[src/rtl/aes_arb_pkg.sv]
// Shared types and constants for the AES engine request arbiter.
package aes_arb_pkg;

    typedef enum logic [1:0] {
        IDLE = 2'd0,
        REQ  = 2'd1,
        RSP  = 2'd2
    } arb_state_t;

    // Width of each per-requester packet counter (AES_ARB_STATS_EN builds)
    localparam int STAT_W = 16;

endpackage

[src/rtl/rr_pick.sv]
// Combinational round-robin first-one finder: searches req starting at ptr,
// wrapping modulo NUM_REQ, and returns the first set index.
module rr_pick #(
    parameter int NUM_REQ = 4,
    parameter int IDX_W   = 2
) (
    input  logic [NUM_REQ-1:0] req,
    input  logic [IDX_W-1:0]   ptr,
    output logic [IDX_W-1:0]   idx,
    output logic               found
);

    logic [NUM_REQ-1:0] rot;

    // Rotate so that bit 0 is the requester at ptr; wrap comes from the doubled vector
    assign rot = NUM_REQ'({req, req} >> ptr);

    // Scan from the far end so the lowest rotated position wins
    always_comb begin
        idx   = '0;
        found = 1'b0;
        for (int k = NUM_REQ - 1; k >= 0; k--) begin
            if (rot[k]) begin
                idx   = IDX_W'((int'(ptr) + k) % NUM_REQ);
                found = 1'b1;
            end
        end
    end

endmodule

[src/rtl/aes_req_arbiter.sv]
// Packet-granular round-robin arbiter sharing one AXI4-Stream AES engine
// between NUM_REQ requesters. A grant spans the whole request packet and the
// engine's whole response packet, so pairs never interleave.
// Optional feature macro: AES_ARB_STATS_EN (per-requester response-packet counters).
module aes_req_arbiter
    import aes_arb_pkg::*;
#(
    parameter int NUM_REQ = 4,
    parameter int DATA_W  = 32,
    parameter int ID_W    = 3
) (
    input  logic                        clk,
    input  logic                        reset,
    input  logic [NUM_REQ*DATA_W-1:0]   req_tdata,
    input  logic [NUM_REQ-1:0]          req_tvalid,
    input  logic [NUM_REQ-1:0]          req_tlast,
    output logic [NUM_REQ-1:0]          req_tready,
    output logic [DATA_W-1:0]           aes_tdata,
    output logic                        aes_tvalid,
    output logic                        aes_tlast,
    input  logic                        aes_tready,
    input  logic [DATA_W-1:0]           rsp_tdata,
    input  logic                        rsp_tvalid,
    input  logic                        rsp_tlast,
    output logic                        rsp_tready,
    output logic [DATA_W-1:0]           out_tdata,
    output logic [NUM_REQ-1:0]          out_tvalid,
    output logic                        out_tlast,
    input  logic [NUM_REQ-1:0]          out_tready,
    output logic [ID_W-1:0]             grant_id,
`ifdef AES_ARB_STATS_EN
    output logic [NUM_REQ*STAT_W-1:0]   stat_pkts,
`endif
    output logic                        busy
);

    localparam int IDX_W = $clog2(NUM_REQ);

    arb_state_t                       state_q;
    logic [IDX_W-1:0]                 grant_q;
    logic [IDX_W-1:0]                 rr_ptr_q;
    logic [IDX_W-1:0]                 pick_idx;
    logic                             pick_found;
    logic [NUM_REQ-1:0][DATA_W-1:0]   req_data_a;
    logic                             req_done;
    logic                             rsp_done;

    rr_pick #(
        .NUM_REQ (NUM_REQ),
        .IDX_W   (IDX_W)
    ) u_pick (
        .req   (req_tvalid),
        .ptr   (rr_ptr_q),
        .idx   (pick_idx),
        .found (pick_found)
    );

    assign req_data_a = req_tdata;
    assign aes_tdata  = req_data_a[grant_q];
    assign out_tdata  = rsp_tdata;
    assign out_tlast  = rsp_tlast;
    assign grant_id   = ID_W'(grant_q);
    assign busy       = (state_q != IDLE);

    // Handshake routing: only the granted lane ever sees ready/valid
    always_comb begin
        req_tready = '0;
        aes_tvalid = 1'b0;
        aes_tlast  = 1'b0;
        rsp_tready = 1'b0;
        out_tvalid = '0;
        case (state_q)
            REQ: begin
                aes_tvalid          = req_tvalid[grant_q];
                aes_tlast           = req_tlast[grant_q];
                req_tready[grant_q] = aes_tready;
            end
            RSP: begin
                rsp_tready          = out_tready[grant_q];
                out_tvalid[grant_q] = rsp_tvalid;
            end
            default: ;
        endcase
    end

    assign req_done = (state_q == REQ) && aes_tvalid && aes_tready && aes_tlast;
    assign rsp_done = (state_q == RSP) && rsp_tvalid && rsp_tready && rsp_tlast;

    // Arbitration FSM: grant in IDLE, hold through request and response packets
    always_ff @(posedge clk or posedge reset) begin
        if (reset) begin
            state_q  <= IDLE;
            grant_q  <= '0;
            rr_ptr_q <= '0;
        end else begin
            case (state_q)
                IDLE: if (pick_found) begin
                    grant_q <= pick_idx;
                    state_q <= REQ;
                end
                REQ: if (req_done) state_q <= RSP;
                RSP: if (rsp_done) begin
                    rr_ptr_q <= (grant_q == IDX_W'(NUM_REQ - 1)) ? '0 : grant_q + 1'b1;
                    state_q  <= IDLE;
                end
                default: state_q <= IDLE;
            endcase
        end
    end

`ifdef AES_ARB_STATS_EN
    logic [NUM_REQ-1:0][STAT_W-1:0] stat_q;

    // Saturating count of completed response packets per requester
    always_ff @(posedge clk or posedge reset) begin
        if (reset) begin
            stat_q <= '0;
        end else if (rsp_done && (stat_q[grant_q] != {STAT_W{1'b1}})) begin
            stat_q[grant_q] <= stat_q[grant_q] + STAT_W'(1);
        end
    end

    assign stat_pkts = stat_q;
`endif

endmodule

[config.mk]
export PLATFORM = sky130hd
export DESIGN_NAME = aes_req_arbiter
export DESIGN_NICKNAME = d
export VERILOG_FILES = /design/src/rtl/aes_arb_pkg.sv /design/src/rtl/rr_pick.sv /design/src/rtl/aes_req_arbiter.sv
export SDC_FILE = /design/constraint.sdc
export NUM_CORES = 1
export LEC_CHECK = 0
export ABC_AREA = 1
export CAP_MARGIN = 40
export CORE_AREA = 3 3 99 101
export DETAILED_ROUTE_END_ITERATION = 8
export DIE_AREA = 0 0 102 104
export GPL_TIMING_DRIVEN = 0
export PLACE_DENSITY = 0.7
export SLEW_MARGIN = 40
export SYNTH_ARGS = -nofsm -noshare
export SYNTH_HDL_FRONTEND = slang
export SYNTH_SLANG_ARGS = --single-unit
[constraint.sdc]
create_clock -name clk -period 2 [get_ports clk]
set_clock_uncertainty 0.1 [all_clocks]
set_input_delay 0.3 -clock clk [delete_from_list [all_inputs] [get_ports clk]]
set_output_delay 0.3 -clock clk [all_outputs]
set_load 0.01 [all_outputs]
==> impl_metrics.ini <==
[status]
status = complete, but fails checks
violations = negative setup slack

[critical_path]
slowest_stage = dfrtp_1
reg2reg_from = grant_q[0]
cp_max_fo = 10
cp.arrival_ps = 1620
end_kind = output port
crit_buf_inv = 5
startpoint = grant_q[0]
rrSetupSlack_ps = 410
critPathMaxStageDelay_ps = 390
crit_path_start_kind = register
crit_type = reg2out
critPathRequiredTime_ps = 1600
path_delay_family = buffers and inverters
reg2reg_depth = 9
path_cells = buf_6, inv_8, buf_12, bufbuf_16, nor2_1, o22ai_1, buf_2
timing.rr.end = state_q[0]
worst-path-stages = 7
crit_path_end = aes_tdata[22]

[final_layout]
register_area_um2 = 151
multiInputGateArea_um2 = 1270
antenna_cells = 0
final_common_cell = clkdlybuf4s50_1
post-route-cell-area_um2 = 4350
final_net_count = 767
syn_to_final_growth_pct = 131
drive_above_1_share_pct = 21.7
fillers = 960
final_cell_mix = clkdlybuf4s50_1, nor2_1, o21ai_0

[power_and_ir_drop]
power_density_nw_per_um2 = 1010
leakagePower_uw = 0.00196
peakVddDrop_uv = 381
fin_total_pwr_uw = 4410

[hold_path]
worst_hold_path_type = in2async

[sta]
setup_viol = 1
grt_setup_unrepaired = true
fin_ws_ps = -15.2
min_period_ps = 2020
hold_viol = 0
drv_slew = 0
fmax_mhz = 496
min_period_over_period_pct = 101

[route]
drtAntennaViolNets = 0
wire_per_inst_um = 15.8
drc_errors = 0
drtIter0Drc = 62
firstDrtPassIters = 6
drt-total-wl_um = 11000
via_count = 3241
viasPerCell = 4.66

[logic_synthesis]
syn_nets = 527
yosysSeqAreaShare_pct = 7.98
synth_top_area_share_pct = 17.0
synth_cell_type_count = 26
ys_top_cells_by_area = o21ai_0, nor2_1, buf_4, o22ai_1, nand2_1
ys_seq_elements = 6
synthCells = 346
synth_top_area_cell = o21ai_0
syn_avg_cell_area_um2 = 5.44
yosysWarningCount = 0
syn_area_um2 = 1880

[grt]
overflow = 0
grt_usage_pct = 19.4
grt_max_degree = 12
grt_pass1_wl_um = 16400
grt_pass1_vias = 3330
antenna_found_initial = 1

[placement]
portBuffers = 223
detailed_place_hpwl_um = 9100
place_area_um2 = 4250
routabilityCongestion = 0.798

[clock_tree]
cts_root_buffer = clkbuf_8
htreeDepth = 1
clkLatencyLatePin_ps = 230
cts_sinks = 6
holdBufCountCts = 0
cts_made_buffers = 3
clock_path_buffers = 2
clk_pin_slew_ps = 40
cts_tree = built

[floorplanning]
die_w_um = 102
num_rows = 35
start_util_pct = 20.7
coreArea_um2 = 9110
die_h_um = 104
num_io_pins = 257
die_area_um2 = 10600

[flow_run]
max_cap_violations = 0
## kinds of logic after synthesis
family	after synthesis	synth area share, %
buffers and inverters	79	25.1
DFF	6	7.98
and+or+nand+nor	147	31.4
AOI/OAI and AO/OA	108	32.2
xor gates and xnor gates	1	0.466
adders and majority gates	4	2.66
other	1	0.199
## worst register-to-register path, delay by kind of cell, from the launching register on
kind | cells | cell delay, ps
buffers and inverters | 4 | 540
AOI/OAI and AO/OA | 1 | 250
and+or+nand+nor | 4 | 230
DFF | 1 | 370
## metrics by stage
| stage | TNS [ps] | setup WS (ps) | utilization [%] | hold WS (ps) | cells |
|---|---|---|---|---|---|
| 4_1_cts | -32.6 | -32.6 | 48.0 | 216 | 693 |
| 5_1_grt | -498 | -68.5 | 47.8 | 238 | 695 |
| 6_report | -15.2 | -15.2 | 47.8 | 217 | 695 |
| 3_3_place_gp | -15820 | -519 | 46.7 | 430 | 680 |
| 2_1_floorplan | 0 | 296 | - | -9.04 | 346 |
| 3_5_place_dp | -16410 | -529 | 46.7 | 454 | 680 |
## worst min-delay path by stage
| stage | from | to | slack [ps] | cells past startpoint |
|---|---|---|---|---|
| 3_5_place_dp | reset | rr_ptr_q[0] | 450 | 2 |
| 3_3_place_gp | reset | state_q[1] | 430 | 2 |
| 4_1_cts | reset | rr_ptr_q[0] | 220 | 2 |
| 5_1_grt | reset | rr_ptr_q[0] | 240 | 2 |
| 6_report | reset | rr_ptr_q[0] | 220 | 2 |
| 2_1_floorplan | reset | grant_q[0] | -9 | 1 |
## power by group
part / internal (uW) / switching, uW
Sequential: 181 / 50.9
Combinational: 1870 / 2130
Clock: 129 / 52.3
## cells in the mapped netlist
cell,count
a32oi_2,2
inv_2,2
nand3b_1,1
dfrtp_1,6
a21oi_1,5
a21oi_2,1
o22ai_1,32
nor2_1,79
nand2_2,3
inv_4,1
inv_1,18
nand3_1,11
o21ai_0,64
clkbuf_1,8
buf_1,1
and3_1,1
nand3_2,1
o21ai_1,4
buf_6,3
ha_1,4
nand4_1,2
xnor2_1,1
nand2_1,49
conb_1,1
buf_2,9
buf_4,37
## flip-flops by register name, indices dropped and copies added, names as in the netlist
register	count
grant_q	2
state_q	2
rr_ptr_q	2
## repair_timing
action                                  CTS  global route
buffers inserted                          9             1
pin swaps                                 5             6
resized for setup                       186            18
cloned                                    1             1
endpoints found under the setup margin   43            29
## area by class of cell
type / count / area share (%)
Buffer: 58 / 11.2
Clock buffer: 3 / 0.949
Inverter: 21 / 1.98
Multi-Input combinational cell: 261 / 29.2
Sequential cell: 6 / 3.48
Tap cell: 111 / 3.19
Timing Repair Buffer: 235 / 50.0
## metal layers
metal	up-vias	track usage [%]	part of all wire, %
li1	1608	-	-
met1	1431	21.1	38
met2	182	36.1	50
met3	18	5.16	10
met4	2	5.25	2.0
met5	-	0	0.10
Note: power is estimated with default switching activity, not from simulation.
